[src/rtl/orao_vram_arbiter.sv]
// Orao video RAM arbiter.
// Shares one single-port, one-cycle-latency RAM between the display fetch
// path and the CPU. Display normally has priority. A CPU request that has
// been denied STARVE_LIMIT consecutive cycles overrides the display, and
// the display request dropped in that cycle is reported and counted.
module orao_vram_arbiter #(
   parameter int unsigned ADDR_W       = 13,
   parameter int unsigned STARVE_LIMIT = 8
) (
   input  logic              clk_pixel,
   input  logic              reset,
   // display fetch port
   input  logic              disp_req,
   input  logic [ADDR_W-1:0] disp_addr,
   output logic [7:0]        disp_data,
   output logic              disp_valid,
   output logic              disp_miss,
   // CPU port
   input  logic              cpu_req,
   input  logic              cpu_we,
   input  logic [ADDR_W-1:0] cpu_addr,
   input  logic [7:0]        cpu_wdata,
   output logic              cpu_ack,
   output logic [7:0]        cpu_rdata,
   // RAM port
   output logic [ADDR_W-1:0] ram_addr,
   output logic              ram_we,
   output logic [7:0]        ram_wdata,
   input  logic [7:0]        ram_rdata,
   // statistics
   output logic [15:0]       miss_count
);

   typedef enum logic [1:0] {
      CPU_IDLE,
      CPU_WACK,
      CPU_RWAIT,
      CPU_RACK
   } cpu_state_t;

   localparam logic [7:0] STARVE_MAX = 8'(STARVE_LIMIT);

   cpu_state_t        cpu_state;
   logic [7:0]        starve_cnt;
   logic              disp_rd_pend;
   logic [ADDR_W-1:0] last_addr;
   logic [7:0]        last_wdata;

   logic              cpu_pending;
   logic              cpu_starved;
   logic              grant_cpu;
   logic              grant_disp;
   logic              disp_dropped;

   // Grant decision for the current cycle; a reset cycle grants nothing.
   always_comb begin
      cpu_pending  = cpu_req && (cpu_state == CPU_IDLE) && !reset;
      cpu_starved  = cpu_pending && (starve_cnt == STARVE_MAX);
      grant_cpu    = cpu_starved || (cpu_pending && !disp_req);
      grant_disp   = disp_req && !grant_cpu && !reset;
      disp_dropped = disp_req && !grant_disp;
   end

   // RAM port driven straight from the grant; idle cycles hold the last address.
   always_comb begin
      ram_addr  = last_addr;
      ram_we    = 1'b0;
      ram_wdata = last_wdata;
      if (reset) begin
         ram_addr  = '0;
         ram_wdata = '0;
      end else if (grant_cpu) begin
         ram_addr = cpu_addr;
         ram_we   = cpu_we;
         if (cpu_we) begin
            ram_wdata = cpu_wdata;
         end
      end else if (grant_disp) begin
         ram_addr = disp_addr;
      end
   end

   // Remember the last address and write data presented to the RAM.
   always_ff @(posedge clk_pixel) begin
      if (reset) begin
         last_addr  <= '0;
         last_wdata <= '0;
      end else begin
         if (grant_cpu || grant_disp) begin
            last_addr <= ram_addr;
         end
         if (grant_cpu && cpu_we) begin
            last_wdata <= cpu_wdata;
         end
      end
   end

   // CPU access sequencer with registered acknowledge and read data.
   always_ff @(posedge clk_pixel) begin
      if (reset) begin
         cpu_state <= CPU_IDLE;
         cpu_ack   <= 1'b0;
         cpu_rdata <= '0;
      end else begin
         cpu_ack <= 1'b0;
         case (cpu_state)
            CPU_IDLE: begin
               if (grant_cpu) begin
                  cpu_state <= cpu_we ? CPU_WACK : CPU_RWAIT;
                  cpu_ack   <= cpu_we;
               end
            end
            CPU_WACK: begin
               cpu_state <= CPU_IDLE;
            end
            CPU_RWAIT: begin
               cpu_rdata <= ram_rdata;
               cpu_ack   <= 1'b1;
               cpu_state <= CPU_RACK;
            end
            CPU_RACK: begin
               cpu_state <= CPU_IDLE;
            end
            default: begin
               cpu_state <= CPU_IDLE;
            end
         endcase
      end
   end

   // Count consecutive denied CPU cycles; saturate at the override threshold.
   always_ff @(posedge clk_pixel) begin
      if (reset) begin
         starve_cnt <= '0;
      end else if (!cpu_req || grant_cpu) begin
         starve_cnt <= '0;
      end else if (cpu_pending && (starve_cnt != STARVE_MAX)) begin
         starve_cnt <= starve_cnt + 8'd1;
      end
   end

   // Display read pipeline and drop reporting, independent of the CPU sequencer.
   always_ff @(posedge clk_pixel) begin
      if (reset) begin
         disp_rd_pend <= 1'b0;
         disp_valid   <= 1'b0;
         disp_data    <= '0;
         disp_miss    <= 1'b0;
         miss_count   <= '0;
      end else begin
         disp_rd_pend <= grant_disp;
         disp_valid   <= disp_rd_pend;
         if (disp_rd_pend) begin
            disp_data <= ram_rdata;
         end
         disp_miss <= disp_dropped;
         if (disp_dropped && (miss_count != '1)) begin
            miss_count <= miss_count + 16'd1;
         end
      end
   end

endmodule

[config.mk]
export PLATFORM = sky130hd
export DESIGN_NAME = orao_vram_arbiter
export DESIGN_NICKNAME = d
export VERILOG_FILES = /design/src/rtl/orao_vram_arbiter.sv
export SDC_FILE = /design/constraint.sdc
export NUM_CORES = 1
export LEC_CHECK = 0
export ABC_AREA = 1
export CORE_UTILIZATION = 46
export DETAILED_ROUTE_END_ITERATION = 10
export PLACE_DENSITY = 0.8
export SYNTH_ARGS = -nofsm -noshare
export SYNTH_HDL_FRONTEND = slang
export SYNTH_SLANG_ARGS = --single-unit
[constraint.sdc]
create_clock -name clk_pixel -period 2.5 [get_ports clk_pixel]
set_input_delay 0.625 -clock clk_pixel [delete_from_list [all_inputs] [get_ports clk_pixel]]
set_output_delay 0.625 -clock clk_pixel [all_outputs]
set_load 0.05 [all_outputs]
Yosys cells after proc, flatten, opt, wreduce, memory -nomap -nowiden
Index checks and enable logic that the tools add are counted.
{"block": "classes", "n_addsub": 2, "n_mux": 12, "n_eq_ne": 7, "n_reduce_logical": 21}
{"op": "13-bit 2-to-1 mux", "count": 3}
{"op": "8-bit 2-to-1 mux", "count": 3}
{"op": "16-bit by 1-bit adder with 16-bit output, second input constant", "count": 1}
{"op": "16-bit inequality test, second input constant", "count": 1}
{"op": "1-bit logical AND", "count": 10}
{"op": "8-bit by 1-bit adder with 8-bit output, second input constant", "count": 1}
{"op": "8-bit by 4-bit == test with 1-bit output, second input constant", "count": 1}
{"op": "8-bit by 4-bit inequality test with 1-bit output, second input constant", "count": 1}
{"op": "2-bit case mux with 3 select lines", "count": 1}
{"op": "1-bit zero test", "count": 5}
{"op": "2-bit == test, second input constant", "count": 2}
{"op": "2-bit 2-to-1 mux", "count": 2}
{"op": "2-bit OR reduction", "count": 2}
{"op": "1-bit logical OR", "count": 3}
{"op": "2-bit by 1-bit == test with 1-bit output, second input constant", "count": 1}
{"op": "2-bit zero test", "count": 1}
{"op": "1-bit 2-to-1 mux", "count": 2}
{"op": "2-bit inequality test, second input constant", "count": 1}
{"op": "1-bit case mux with 2 select lines", "count": 1}
{"block": "word_totals", "word_cells": 53, "inputBits": 47, "regBits": 67}

Longest topological paths before layout
Gate-level depths: netlist (run 1).
{"block": "depth", "depth_word": 11, "depth_mapped": 12}

Least setup slack after synthesis (run 1)
OpenSTA, ideal clock, no wires.
{"block": "synth_path", "kind": "input port to output port", "from": "in reset", "to": "out ram_wdata[0]", "cell_stages": 10, "slack_ns": -0.562, "arrival_time_ns": 2.437, "path_cell_list": "buf_6 inv_4 nand2_4 nor2_4 nand2_2 nand2_4 nand2_1 inv_2 nand2_1 a21oi_1"}
{"block": "synth_via", "elab_chain_len": 6, "word_cells_on_any_way": 7}
{"element": "start: declaration", "line": "11", "rtl": "input logic reset,"}
{"element": "1-bit zero test", "line": "57", "rtl": "cpu_pending = cpu_req && (cpu_state == CPU_IDLE) && !reset;"}
{"element": "1-bit logical AND", "line": "57"}
{"element": "1-bit logical AND (on tied branches)", "line": "58, 59"}
{"element": "1-bit logical OR", "line": "59", "rtl": "grant_cpu = cpu_starved || (cpu_pending && !disp_req);"}
{"element": "8-bit 2-to-1 mux", "line": "72", "rtl": "end else if (grant_cpu) begin"}
{"element": "8-bit 2-to-1 mux *", "line": "69", "rtl": "if (reset) begin"}
{"element": "end: declaration", "line": "28", "rtl": "output logic [7:0] ram_wdata,"}
Every way passes the cells marked *; elsewhere a longest branch is shown, timed or not.

Worst setup path in the final report (run 1)
{"block": "layout_path", "from": "reg starve_cnt[4]", "to": "out ram_addr[1]"}
{"block": "layout_via", "elab_chain_len": 9}
{"element": "start: declaration", "line": "44", "rtl": "logic [7:0] starve_cnt;"}
{"element": "start signal: assignment", "line": "138", "rtl": "starve_cnt <= starve_cnt + 8'd1;"}
{"element": "8-bit by 4-bit == test with 1-bit output *", "line": "58", "rtl": "cpu_starved = cpu_pending && (starve_cnt == STARVE_MAX);"}
{"element": "1-bit logical AND *", "line": "58"}
{"element": "1-bit logical OR *", "line": "59"}
{"element": "1-bit zero test", "line": "60", "rtl": "grant_disp = disp_req && !grant_cpu && !reset;"}
{"element": "1-bit logical AND (2 in series)", "line": "60"}
{"element": "13-bit 2-to-1 mux", "line": "78", "rtl": "end else if (grant_disp) begin"}
{"element": "13-bit 2-to-1 mux *", "line": "72"}
{"element": "13-bit 2-to-1 mux *", "line": "69"}
{"element": "end: declaration", "line": "26", "rtl": "output logic [ADDR_W-1:0] ram_addr,"}
Marks and branches as above.

==> flow_summary.ini, run 1 <==
[timing]
fin_crit_ns = 2.79
fin_skew_ns = 0.00982
min_period_over_period = 1.12
setup_viol = 26
relSlewSlack = 0.551
drv_slew = 0
worstMarginPinSlew_ns = 0.671
finalSetupTns_ns = -4.20
max_freq_mhz = 358
worst_slack_ns = -0.289
hold_violations = 0
rsz0062_at_grt = true

[place]
place_congestion = 0.811
dpl.hpwl_mm = 6.54
dpl_worst_slack_ns = -0.362
portBuffers = 103

[yosys]
synth.area.top_cells = dfxtp_1 (41%), nand2_1 (15%), nor2_1 (7.3%)
ys_seq_elements = 67
syn_avg_cell_area_um2 = 6.91
synth_top_cell_by_area = dfxtp_1
netlist_area_um2 = 3240
syn_inst = 469
synth_nets = 519
yosysTopAreaCellShare = 0.414
yosys_warnings = 0
synth_cell_types = 28
ys_seq_area_frac = 0.414

[clock_tree]
clkSlewWorstSetupHoldPaths_ns = 0.07
ctsLongestPathBuffers = 2
cts_buffers = 9
clkSinkCount = 67
clk_latency_ns = 0.35
htreeDepth = 3
cts-root-buf = clkbuf_8
tritoncts = done

[critical_path]
timing.rr.start = starve_cnt[4]
max_stage_delay_ns = 0.45
end_kind = primary output
worstSetupPathType = reg -> out
crit_path_max_fanout = 4
start_kind = flip-flop
cpMaxStageDelayCell = dfxtp_1
cp_data_arrival_time_ns = 2.16
crit_start = starve_cnt[4]
critPathRequiredTime_ns = 1.88
cp_cell_sequence = nor2_1, nand2_2, nor2_4, nand2_4, nand2_8, nor2_4, buf_4, buf_4, nand2_2, a21oi_4, buf_12

[flow_run]
maxCapViolations = 0

[global_route]
grt_start_max_net_pins = 35
grt_pass1_wl_mm = 19.8
grt_antenna_before_repair = 0
grt-ovfl-total = 0
grt_usage = 0.347
grt_pass1_vias = 4117

[die]
core.rowCount = 30
coreArea_um2 = 6790
die_area_um2 = 7380
die_h_um = 85.9
start_util = 0.477
die_x_um = 85.9
ios = 104

[min_path]
hold_class = reg -> reg
hp-start = disp_data[2]

[final_layout]
drive_gt1_frac = 0.344
final_util = 0.866
diodes = 0
nFillCells = 296
fin_nets = 695
areaGrowthSynthToFinish_pct = 81.7

[pwr]
p_leak_uw = 0.00254
power_density_nw_per_um2 = 486
vdd_drop_max_mv = 0.507

[route]
vias = 4253
dr.pass1.iters = 6
vias_per_cell = 5.71
drt_wl_total_mm = 15.2
wire_per_inst_um = 20.4
antenna_left = 0
first_iter_violations = 307
drc = 0

[run_status]
status = complete, but fails checks
violations = negative setup slack
stage by stage:
stage	hold WS (ns)	cells	total power (µW)	area, µm²
2_1_floorplan	0.466	469	1420	3380
3_3_place_gp	0.477	672	1650	4820
3_5_place_dp	0.486	672	1660	4820
4_1_cts	0.501	743	2720	5740
5_1_grt	0.549	745	2910	5890
6_report	0.518	745	2860	5890
sequential cells by signal (all words and copies together), names as in the netlist:
| signal | count |
|---|---|
| last_wdata | 8 |
| miss_count | 16 |
| disp_valid | 1 |
| starve_cnt | 8 |
| disp_miss | 1 |
| disp_data | 8 |
| disp_rd_pend | 1 |
| cpu_state | 2 |
| last_addr | 13 |
| cpu_ack | 1 |
| cpu_rdata | 8 |
power breakdown:
group	total [µW]	internal, µW	leakage [µW]	switching, µW
logic	706	317	0.00189	389
registers	1130	1100	0.000546	28.5
clock network	1020	567	0.000109	453
worst paths after layout:
path                            slack [ns]  cells after the start           end
worst max-delay path                 -0.29                     11   ram_addr[1]
worst min-delay path                  0.52                      2  disp_data[2]
worst max register to register       -0.16                     21  last_addr[9]
worst min register to register        0.52                      2  disp_data[2]
cells in the mapped netlist, drive strengths merged:
cell / n
xor2: 4
xnor2: 3
ha: 3
clkinv: 1
a21oi: 45
nand3b: 4
inv: 52
dfxtp: 67
nand3: 21
o21ai: 25
clkbuf: 9
o21a: 1
buf: 8
nor2: 68
nor3b: 1
nand2: 136
nand4: 21
cells in the final DEF (no fill, tap or decap), types with 10 or more instances in the layout:
| master | netlist | layout |
|---|---|---|
| a21oi_1 | 45 | 35 |
| a21oi_4 | 0 | 10 |
| buf_12 | 0 | 27 |
| buf_4 | 3 | 57 |
| buf_6 | 4 | 14 |
| clkbuf_8 | 0 | 13 |
| clkdlybuf4s50_1 | 0 | 78 |
| dfxtp_1 | 67 | 65 |
| inv_1 | 49 | 31 |
| inv_2 | 2 | 17 |
| nand2_1 | 132 | 92 |
| nand2_2 | 2 | 28 |
| nand2_4 | 2 | 15 |
| nand3_2 | 4 | 12 |
| nand4_1 | 20 | 20 |
| nor2_1 | 63 | 56 |
| nor2_4 | 4 | 10 |
| o21ai_0 | 22 | 22 |
critical path: cells and delay by family (launching register included):
kind                   cells  cell delay [ns]
flip-flops                 1             0.45
AND/OR/NAND/NOR            7             0.66
AO/OA/AOI/OAI              1             0.26
buffers and inverters      3             0.44
repair_timing:
action | in CTS | in global routing
cloned | 4 | 0
buffers inserted | 52 | 7
hold buffers | 0 | 0
resized for setup | 72 | 53
setup endpoints to repair | 22 | 27
pin swaps | 22 | 16
metal layers:
layer | track usage | vias up | wire, µm
met5 | 0 | - | 0
met4 | 0.218 | 0 | 1300
met3 | 0.0857 | 118 | 1300
met2 | 0.603 | 308 | 7340
met1 | 0.376 | 1973 | 5250
li1 | - | 1854 | -
logic make-up after synthesis:
kind of cell | synth area share
xor gates and xnor gates | 0.0189
AOI/OAI and AO/OA | 0.113
and+or+nand+nor | 0.348
adders and majority gates | 0.0116
DFF | 0.414
buffers and inverters | 0.0950
area by class of cell:
class / count / area, µm² / area share
Timing Repair inverter: 1 / 11.3 / 0.00191
Clock buffer: 14 / 183 / 0.0310
Inverter: 53 / 221 / 0.0376
Sequential cell: 67 / 1340 / 0.228
Multi-Input combinational cell: 333 / 2030 / 0.345
Timing Repair Buffer: 180 / 1950 / 0.330
Clock inverter: 1 / 30.0 / 0.00510
Tap cell: 96 / 120 / 0.0204
Note: power is estimated with default switching activity, not from simulation.
==> run 2: changes to the inputs <==
--- a/config.mk
+++ b/config.mk
@@ -6,6 +6,7 @@
 export NUM_CORES = 1
 export LEC_CHECK = 0
 export ABC_AREA = 1
+export CORE_MARGIN = 2
 export CORE_UTILIZATION = 46
 export DETAILED_ROUTE_END_ITERATION = 10
 export PLACE_DENSITY = 0.8
==> flow_summary.ini, run 2 (synthesis results as in run 1) <==
[run_status]
status = complete, but fails checks
violations = negative setup slack

[place]
portBuffers = 103
dpl.cell_count = 678
postPlaceCellArea_um2 = 4870
place_congestion = 0.862
dpl.hpwl_mm = 6.65

[clock_tree]
tritoncts = done
clk_latency_ns = 0.35
clkSlewWorstSetupHoldPaths_ns = 0.08
cts-root-buf = clkbuf_8
ctsLongestPathBuffers = 2
cts_buffers = 9
htreeDepth = 3
cts_hold_buffers = 0
clkSinkCount = 67

[pwr]
power_density_nw_per_um2 = 471
vdd_drop_max_mv = 0.458
p_leak_uw = 0.00233

[global_route]
grt_pass1_vias = 3565
grt_antenna_before_repair = 0
grt-ovfl-total = 0
grt_start_max_net_pins = 36
grt_usage = 0.266
grt_pass1_wl_mm = 16.1

[timing]
rsz0062_at_grt = true
drv_slew = 0
min_period_over_period = 1.12
setup_viol = 22
max_freq_mhz = 359
relSlewSlack = 0.644
fin_crit_ns = 2.79
worstMarginPinSlew_ns = 0.532
hold_violations = 0
fin_skew_ns = 0.0115
worst_slack_ns = -0.288
finalSetupTns_ns = -4.42

[die]
die_h_um = 87.9
core.rowCount = 30
die_x_um = 87.9
ios = 104
coreArea_um2 = 6790
start_util = 0.477
die_area_um2 = 7730

[min_path]
hold_class = reg -> reg

[final_layout]
diodes = 0
areaGrowthSynthToFinish_pct = 67.8
top_regs = miss_count: 16 flops, last_addr: 13 flops
layout_commonest_cell = nand2_1
final_cells = 711
final_util = 0.800
regArea_um2 = 1350
nFillCells = 430
stdcell_area_um2 = 5440
fin_nets = 660
largest_reg_flops = 16
drive_gt1_frac = 0.280
registers.top_by_ff_count = miss_count
final_cell_mix = nand2_1 (102), clkdlybuf4s50_1 (78), dfxtp_1 (63)
multiInputGateArea_um2 = 1930

[critical_path]
end_kind = primary output
r2r_setup_slack_ns = 0.48
start_kind = flip-flop
crit_path_max_fanout = 8
cp_data_arrival_time_ns = 2.16
worstSetupPathType = reg -> out
critPathRequiredTime_ns = 1.88

[route]
first_iter_violations = 261
antenna_left = 0
wire_per_inst_um = 15.1
drt_wl_total_mm = 10.7
drc = 0
vias_per_cell = 5.18
vias = 3682
dr.pass1.iters = 5

[flow_run]
maxCapViolations = 0
-- run 2: where the power goes --
part | leakage (µW) | total, µW | internal (µW) | switching [µW]
combinational | 0.00169 | 579 | 253 | 326
clock | 0.0000880 | 856 | 416 | 440
sequential | 0.000547 | 1120 | 1100 | 20.2
total | 0.00233 | 2560 | 1770 | 787
-- run 2: layout make-up --
type / count / share of cell area
clock buffer: 11 / 0.0278
clock inverter: 5 / 0.00667
inverter: 53 / 0.0398
multi-input combinational: 333 / 0.355
sequential: 67 / 0.248
tap: 96 / 0.0221
timing repair buffer: 145 / 0.299
timing repair inverter: 1 / 0.00207
-- run 2: worst max-delay path: stages, from the launching register on --
cell and delay, ns:
dfxtp_2 0.34, inv_2 0.07, ha_4 0.14, nand3_2 0.10
nor2_2 0.19, nand2_2 0.11, nand2_4 0.14, buf_6 0.13
buf_8 0.14, nand2_1 0.09, nand3_2 0.08, nand2_2 0.06
inv_2 0.10, buf_12 0.14
-- run 2: repair_timing --
action                     CTS  global route
setup endpoints to repair   22            22
setup buffers               10             6
gates cloned                 2             0
resized for setup           36            44
pin swaps                   16            14
-- run 2: path summary, 6_finish.rpt --
check                                    from  cells past startpoint       endpoint
worst max-delay path            starve_cnt[1]                     13    ram_addr[7]
worst min-delay path            starve_cnt[4]                      2  starve_cnt[4]
worst max register to register  starve_cnt[1]                     13  last_addr[11]
worst min register to register  starve_cnt[4]                      2  starve_cnt[4]
-- run 2: per-stage QoR --
step | setup WS, ns | power, µW | hold WS [ns]
floorplan | -0.00955 | 1420 | 0.466
global placement | -0.321 | 1650 | 0.475
detailed placement | -0.401 | 1660 | 0.488
CTS | -0.109 | 2530 | 0.501
global route | -0.342 | 2650 | 0.528
finish | -0.288 | 2560 | 0.500
-- run 2: layer usage --
layer | share of wire | track usage
met5 | 0 | 0
met4 | 0.035 | 0.116
met3 | 0.071 | 0.0867
met2 | 0.51 | 0.465
met1 | 0.38 | 0.295
==> run 3: changes to the inputs <==
==> constraint.sdc (replaced) <==
create_clock -name clk_pixel -period 2.8 [get_ports clk_pixel]
set_input_delay 0.7 -clock clk_pixel [delete_from_list [all_inputs] [get_ports clk_pixel]]
set_output_delay 0.7 -clock clk_pixel [all_outputs]
set_load 0.05 [all_outputs]
==> flow_summary.ini, run 3 (synthesis results as in run 1) <==
[flow_run]
maxCapViolations = 0

[die]
die_h_um = 87.9
die_x_um = 87.9
start_util = 0.477
core.rowCount = 30
coreArea_um2 = 6790
ios = 104
die_area_um2 = 7730

[global_route]
grt-ovfl-total = 0
grt_pass1_wl_mm = 14.8
grt_usage = 0.241
grt_pass1_vias = 3250
grt_antenna_before_repair = 0
grt_start_max_net_pins = 28

[route]
vias = 3465
drc = 0
first_iter_violations = 127
wire_per_inst_um = 13.1
antenna_left = 0
dr.pass1.iters = 4
vias_per_cell = 5.01
drt_wl_total_mm = 9.05

[critical_path]
crit_buf_inv = 5
cp_data_arrival_time_ns = 2.04
start_kind = input pin
cpMaxStageDelayCell = dlygate4sd2_1
max_stage_delay_ns = 0.26
cp.depth = 11
crit_family = buffers and inverters
critPathRequiredTime_ns = 2.10
end_kind = primary output
worstSetupPathType = in -> out
r2r_cells = 7
cp_cell_sequence = dlygate4sd2_1, inv_2, nor2_2, buf_4, nor2_4, buf_4, nand2_1, nand2_1, nor2_1, nor2_2, buf_12
crit_path_max_fanout = 4

[pwr]
vdd_drop_max_mv = 0.421
p_leak_uw = 0.00213
power_density_nw_per_um2 = 483
p_total_uw = 2470

[timing]
min_period_over_period = 0.978
relSlewSlack = 0.558
fin_crit_ns = 2.74
hold_violations = 0
setup_viol = 0
drv_slew = 0
fin_skew_ns = 0.00744
finalSetupTns_ns = 0
worst_slack_ns = 0.0617
max_freq_mhz = 365
worstMarginPinSlew_ns = 0.661

[final_layout]
layout_commonest_cell = nand2_1
areaGrowthSynthToFinish_pct = 58.0
final_cell_mix = nand2_1 (129), clkdlybuf4s50_1 (78), dfxtp_1 (65)
diodes = 0
stdcell_area_um2 = 5120
drive_gt1_frac = 0.186
top_regs = miss_count: 16 flops, last_addr: 13 flops
final_cells = 692
fin_nets = 641
largest_reg_flops = 16
registers.top_by_ff_count = miss_count

[min_path]
hold_class = reg -> reg
hold-path-cell-count = 2

[place]
dpl.cell_count = 670
portBuffers = 103
dpl.hpwl_mm = 6.31
postPlaceCellArea_um2 = 4770
dpl_worst_slack_ns = -0.215
place_congestion = 0.850

[clock_tree]
cts-root-buf = clkbuf_8
tritoncts = done
cts_buffers = 9
clk_latency_ns = 0.34
clkSinkCount = 67
htreeDepth = 3
clkSlewWorstSetupHoldPaths_ns = 0.08
cts_hold_buffers = 0
ctsLongestPathBuffers = 2

[run_status]
status = completed
run 3: changes by cell type in the layout (fill, tap and decap cells not counted), moves of 9 or more:
| cell | before | now |
|---|---|---|
| nand3_2 | 14 | 4 |
| nand3_1 | 7 | 16 |
| nand2_1 | 102 | 129 |
| nand2_4 | 13 | 3 |
| buf_4 | 35 | 21 |
| nand2_2 | 21 | 3 |
run 3: timing repair:
item	in CTS	in global routing
setup buffers	4	2
hold endpoints to repair	0	0
setup endpoints to repair	22	19
resized for setup	16	14
pin swaps	5	6
run 3: path summary, 6_finish.rpt:
check	startpoint	endpoint	slack [ns]
min reg2reg	starve_cnt[1]	starve_cnt[1]	0.50
max	disp_req	ram_addr[0]	0.06
min	starve_cnt[1]	starve_cnt[1]	0.50
max reg2reg	miss_count[0]	miss_count[14]	0.73
run 3: power by group:
part	total, µW	switching, µW	internal, µW
sequential	1000	16.6	985
clock	1000	405	599
combinational	465	262	204
total	2470	683	1790
run 3: per-layer routing:
metal	wire, µm	track usage
met2	4470	0.406
met4	123	0.0643
met1	3660	0.294
met5	0	0
met3	804	0.0839
run 3: cell type report:
cell class,count,area [µm²]
inverter,53,206
timing repair buffer,128,1460
fill,536,1680
clock inverter,7,124
multi-input combinational,332,1740
sequential,67,1340
clock buffer,9,124
tap,96,120
run 3: per-stage QoR:
| step | utilization | hold slack [ns] |
|---|---|---|
| after floorplan | - | 0.466 |
| after global placement | 0.701 | 0.478 |
| after detailed placement | 0.701 | 0.491 |
| after CTS | 0.744 | 0.500 |
| after global routing | 0.753 | 0.507 |
| final | 0.753 | 0.498 |
run 3: worst reg2reg max path: stages (launching register included):
cell and delay [ns]:
dfxtp_1 0.49, ha_1 0.29, nand3_2 0.11, nor2_4 0.22
nand4_4 0.28, nand3_2 0.36, nand2_1 0.10, a21oi_1 0.15
